**src/rtl/serial_pattern_detector_param.sv**
```systemverilog
// Mealy serial pattern detector with run-time loadable pattern, overlap select,
// input-valid qualifier and saturating match counter.
module serial_pattern_detector_param #(
  parameter int unsigned      PAT_W       = 4,
  parameter logic [PAT_W-1:0] PAT_DEFAULT = 4'b1011,
  parameter int unsigned      CNT_W       = 8,
  localparam int unsigned     FILL_W      = $clog2(PAT_W)
) (
  input  logic              clk,
  input  logic              rst,
  input  logic              in_valid,
  input  logic              in_i,
  input  logic              overlap_en,
  input  logic              pat_load,
  input  logic [PAT_W-1:0]  pat_i,
  input  logic              cnt_clr,
  output logic              detect,
  output logic [CNT_W-1:0]  match_count,
  output logic [FILL_W-1:0] fill_o
);

  generate
    if (PAT_W < 2 || PAT_W > 16) begin : g_bad_pat_w
      $error("serial_pattern_detector_param: PAT_W must be in 2..16");
    end
  endgenerate

  localparam logic [FILL_W-1:0] FILL_MAX = FILL_W'(PAT_W - 1);
  localparam logic [CNT_W-1:0]  CNT_MAX  = '1;

  logic [PAT_W-1:0]  pat_q, pat_d;
  logic [PAT_W-2:0]  hist_q, hist_d;
  logic [FILL_W-1:0] fill_q, fill_d;
  logic [CNT_W-1:0]  cnt_q, cnt_d;
  logic [PAT_W-1:0]  window;
  logic              shift_en;

  // Candidate match: the stored history followed by the bit arriving now.
  assign window   = {hist_q, in_i};
  assign shift_en = in_valid & ~pat_load;
  assign detect   = shift_en & ~rst & (fill_q == FILL_MAX) & (window == pat_q);

  always_comb begin
    pat_d  = pat_q;
    hist_d = hist_q;
    fill_d = fill_q;
    if (pat_load) begin
      pat_d  = pat_i;
      fill_d = '0;
    end else if (in_valid) begin
      hist_d = window[PAT_W-2:0];
      if (detect && !overlap_en) begin
        fill_d = '0;
      end else if (fill_q != FILL_MAX) begin
        fill_d = fill_q + FILL_W'(1);
      end
    end
  end

  always_comb begin
    cnt_d = cnt_q;
    if (cnt_clr) begin
      cnt_d = '0;
    end else if (detect && cnt_q != CNT_MAX) begin
      cnt_d = cnt_q + CNT_W'(1);
    end
  end

  always_ff @(posedge clk) begin
    if (rst) begin
      pat_q  <= PAT_DEFAULT;
      hist_q <= '0;
      fill_q <= '0;
      cnt_q  <= '0;
    end else begin
      pat_q  <= pat_d;
      hist_q <= hist_d;
      fill_q <= fill_d;
      cnt_q  <= cnt_d;
    end
  end

  assign match_count = cnt_q;
  assign fill_o      = fill_q;

endmodule

```
**config.mk**
```make
export PLATFORM = sky130hd
export DESIGN_NAME = serial_pattern_detector_param
export DESIGN_NICKNAME = d
export VERILOG_FILES = /design/src/rtl/serial_pattern_detector_param.sv
export SDC_FILE = /design/constraint.sdc
export NUM_CORES = 1
export LEC_CHECK = 0
export CAP_MARGIN = 0
export CORE_ASPECT_RATIO = 1.2
export CORE_UTILIZATION = 45
export CTS_BUF_LIST = sky130_fd_sc_hd__clkbuf_4 sky130_fd_sc_hd__clkbuf_8
export CTS_CLUSTER_SIZE = 25
export DETAILED_ROUTE_END_ITERATION = 8
export GPL_TIMING_DRIVEN = 0
export HOLD_SLACK_MARGIN = 0.06
export MAX_ROUTING_LAYER = met4
export PLACE_DENSITY_LB_ADDON = 0.05
export SLEW_MARGIN = 5
export SYNTH_ARGS = -nofsm -noshare
export SYNTH_HDL_FRONTEND = slang
export SYNTH_SLANG_ARGS = --single-unit
```
**constraint.sdc**
```tcl
create_clock -name clk -period 3.5 [get_ports clk]
set_input_delay 0.35 -clock clk [delete_from_list [all_inputs] [get_ports clk]]
set_output_delay 0.35 -clock clk [all_outputs]
set_load 0.05 [all_outputs]
```
After elaboration in Yosys (flattened, before gate mapping)
Index checks and enable logic that the tools add are counted.
- logic and storage cells: 26
- memories kept: 0
- bits in latches: 0
- input bits: 11
- register bits after elaboration: 17
- RAM bits: 0
- memory bits (read-only): 0
- shifts and indexed selects: 0
- multiply operators: 0
- $add $sub $neg: 2
- bitwise operators: 6
- reduce and logical (&&, ||, !) cells: 8
- $lt $le $gt $ge: 0
- divide/modulo/power cells: 0
- multiplexer cells: 2
- equal/unequal tests: 4
- operator list (cell ; number):
    adder 8 x 1 -> 8 bit, second input constant ; 1
    inequality test 8 bit, second input constant ; 1
    AND 1 bit ; 4
    equality test 4 bit ; 1
    two-way mux 2 bit ; 2
    AND reduction 2 bit ; 2
    OR reduction 2 bit ; 2
    adder 2 x 1 -> 2 bit, second input constant ; 1
    equality test 2 bit, second input constant ; 1
    logical AND 1 bit ; 2
    inequality test 2 bit, second input constant ; 1
    NOT 1 bit ; 2
    nonzero test 2 bit ; 1
    zero test 1 bit ; 1

Depth between registers and ports, before layout
- depth after elaboration: 8
- gate-level depth with buffers: 5

Worst setup path before layout
OpenSTA, ideal clock, no wires.
- path type: register -> output
- start: reg fill_q[0] (netlist: fill_o[0])
- end: out detect
- stages on the path, launching flop included: 4
- path buffers: 0
- data arrival time: 1815 ps
- setup slack: 1335 ps
- cell sequence: dfxtp_1 ha_1 nand4_4 nor2_1
- word-level cells in the longest chain between the ends: 3
- RTL lines (item ; RTL line ; text):
    from (decl) ; 33 ; logic [FILL_W-1:0] fill_q, fill_d;
    from (signal assigned) ; 78 ; fill_q <= fill_d;
    equality test 2 bit ; 41 ; assign detect = shift_en & ~rst & (fill_q == FILL_MAX) & (window == pat_q);
    AND 1 bit (2 in a row) ; 41 ;
    to (decl) ; 17 ; output logic detect,
Every way passes these cells.

Worst setup path after layout
- start: in rst
- end: out detect
- word-level cells in the longest chain between the ends: 4
- RTL lines (item ; RTL line ; text):
    from (decl) ; 10 ; input logic rst,
    NOT 1 bit ; 41 ;
    AND 1 bit (3 in a row) ; 41 ;
Every way passes these cells.

==> flow_metrics.py <==
metrics = {
    "status": {
        "status": "finished with violations",
        "violations": "DRC",
    },
    "synthesis": {
        "ys_async_sr_fraction": 0,
        "syn-cell-area_um2": 942,
        "synth_warnings": 0,
        "ys.flop_type": "dfxtp_1",
        "syn-num-nets": 108,
        "synth-seq-cells": 17,
        "netlist_instances": 95,
        "yosys-top-cells-area": "dfxtp_1 36%, mux2i_1 9.6%, xnor2_2 6.9%, nand2_1 3.6%, nor2_1 3.2%",
        "netlist_top_cells_count": "17 x dfxtp_1, 9 x mux2i_1, 9 x nand2_1, 8 x nor2_1",
        "synth_top_area_share": 0.361,
        "yosysUniqueCellTypes": 32,
        "synth_most_common_cell": "dfxtp_1",
        "synth_area_per_cell_um2": 9.92,
        "ys_seq_area_frac": 0.361,
        "synth_edf_count": 0,
        "synth_area_leader_cell": "dfxtp_1",
    },
    "pwr": {
        "power_mw": 0.359,
        "leakage_nw": 0.428,
        "p_per_area_mw_per_mm2": 301,
        "peakVddDrop_uv": 213,
    },
    "worst_setup_path": {
        "critPathMostFrequentCell": "clkdlybuf4s50_1",
        "start_kind": "input pin",
        "crit_arrival_ns": 2.35,
        "path_cells": "clkdlybuf4s50_1, nor2_8, nand4_4, nor2_1, clkdlybuf4s50_1",
        "slowest_stage": "clkdlybuf4s50_1",
        "critPathBufInv": 2,
        "critPathCaptureType": "output port",
        "max_stage_delay_ns": 0.83,
        "critPathTopFamily": "buffers and inverters",
        "crit_fanout": 8,
        "path_class": "input pin to output port",
        "required_ns": 3.15,
    },
    "cts": {
        "h-tree-depth": 1,
        "cts_tree": "done",
        "root_buffer": "clkbuf_4",
        "cts-resized-gates": 0,
        "clk_latency_ns": 0.29,
        "cts.sinks": 17,
        "clk_pin_slew_worst_paths_ns": 0.10,
        "numCtsBuffers": 3,
        "holdBufCountCts": 0,
        "cts_buffer_depth": 2,
        "cts_setup_buffers": 0,
    },
    "worst_hold_path": {
        "hp-class": "input pin to register",
    },
    "sta": {
        "maxSlewHeadroom": 0.665,
        "setup_tns_ns": 0,
        "whs_ns": 0.340,
        "clock_skew_ns": 0.00681,
        "period_minus_slack_ns": 2.70,
        "finalCritPeriodShare": 0.770,
        "max_slew.worst_pin.slew_ns": 0.501,
        "hold_viol": 0,
        "fmax_ghz": 0.371,
        "rsz0062_at_grt": "no",
        "slew_viol_final": 0,
        "setup-violations-final": 0,
    },
    "floorplanning": {
        "top_level_ports": 22,
        "start_util": 0.498,
        "rows": 17,
        "die_w_um": 43.8,
        "core_mm2": 0.00189,
        "die_h_um": 52.1,
        "fp.dieArea_mm2": 0.00228,
    },
    "global_routing": {
        "grt_pass1_vias": 735,
        "antenna_found_initial": 0,
        "gr-total-overflow": 0,
        "grt_use_total": 0.191,
        "grt_pass1_wl_um": 3070,
        "grt_max_degree": 11,
    },
    "detailed_routing": {
        "vias": 806,
        "wirelength_um": 1770,
        "wire_per_inst_um": 12.8,
        "drc": 1,
        "drtPass1Iterations": 6,
        "drtIter0Drc": 6,
        "avgViaCountPerCell": 5.84,
        "ant_nets": 0,
    },
    "placed_design": {
        "port_buffers": 20,
        "place_congestion": 0.870,
        "post-place-cells": 134,
        "hpwlAfterDp_um": 1390,
    },
    "job": {
        "maxCapViolCount": 0,
    },
    "layout": {
        "num-nets-final": 133,
        "drive_gt1_frac": 0.134,
        "diodes": 0,
        "area_growth_pct": 26.7,
        "fin_cells": 138,
    },
}
[area by class of cell]
| cell class | count | area [µm²] |
|---|---|---|
| Fill cell | 169 | 699 |
| Multi-Input combinational cell | 75 | 576 |
| Buffer | 2 | 22.5 |
| Timing Repair Buffer | 20 | 200 |
| Inverter | 1 | 3.75 |
| Tap cell | 19 | 23.8 |
| Sequential cell | 17 | 340 |
| Clock inverter | 1 | 5.00 |
| Clock buffer | 3 | 22.5 |
[sequential cells by signal, indices dropped and copies added (netlist names)]
| name | flops |
|---|---|
| match_count | 8 |
| pat_q | 4 |
| hist_q | 3 |
| fill_o | 2 |
[through the flow]
step,setup slack [ns],util,instance area [µm²]
2_1_floorplan,1.33,-,942
3_3_place_gp,0.811,0.616,1170
6_report,0.805,0.631,1190
4_1_cts,0.792,0.631,1190
5_1_grt,0.680,0.631,1190
3_5_place_dp,0.797,0.616,1170
[power breakdown]
group / internal (mW) / switching, mW / leakage (nW)
sequential: 0.198 / 0.00439 / 0.138
clock: 0.0425 / 0.0617 / 0.0177
combinational: 0.0274 / 0.0250 / 0.272
total: 0.268 / 0.0911 / 0.428
[final timing paths]
kind / endpoint / start / slack, ns / depth (start not counted)
setup / recovery: detect / rst / 0.80 / 5
hold / removal: pat_q[3]$_SDFFE_PP1P_ / pat_load / 0.34 / 2
setup reg to reg: match_count[5]$_SDFFE_PP0P_ / match_count[0]$_SDFFE_PP0P_ / 1.85 / 5
hold reg to reg: fill_o[1]$_SDFFE_PP0P_ / fill_o[1]$_SDFFE_PP0P_ / 0.48 / 2
[kinds of logic after synthesis]
group,count (synthesis),synth area share
and+or+nand+nor,47,0.321
DFF,17,0.361
AOI/OAI and AO/OA,13,0.0983
muxes,9,0.0956
xor gates and xnor gates,4,0.0691
buffers and inverters,3,0.0279
adders and majority gates,2,0.0266
[metal layers]
layer / global-route usage / part of all wire
met1: 0.188 / 0.44
met2: 0.336 / 0.50
met3: 0.0382 / 0.032
met4: 0.125 / 0.023
met5: - / 0
[layout by cell type, fill, tap and decap left out]
cell type / count
xnor2_2: 4
and4_1: 1
nor2_1: 8
buf_6: 2
clkbuf_4: 3
nor3_1: 1
and4_2: 1
nand3_1: 4
a31oi_1: 2
dfxtp_1: 17
nand4b_1: 1
nand3_4: 1
nand4_4: 1
inv_1: 1
nor4b_1: 1
nor2_8: 1
a211oi_1: 1
nor3_2: 1
mux2i_1: 9
nor4_1: 3
nand2_1: 9
or2_2: 1
o21ai_0: 1
nand2b_1: 2
nor2b_1: 4
or3_1: 4
clkinv_2: 1
a311oi_1: 1
or4_1: 2
and3_1: 1
a211o_1: 3
clkdlybuf4s50_1: 20
ha_1: 2
o31ai_1: 3
a21oi_1: 2
(Power assumes the default switching activity.)
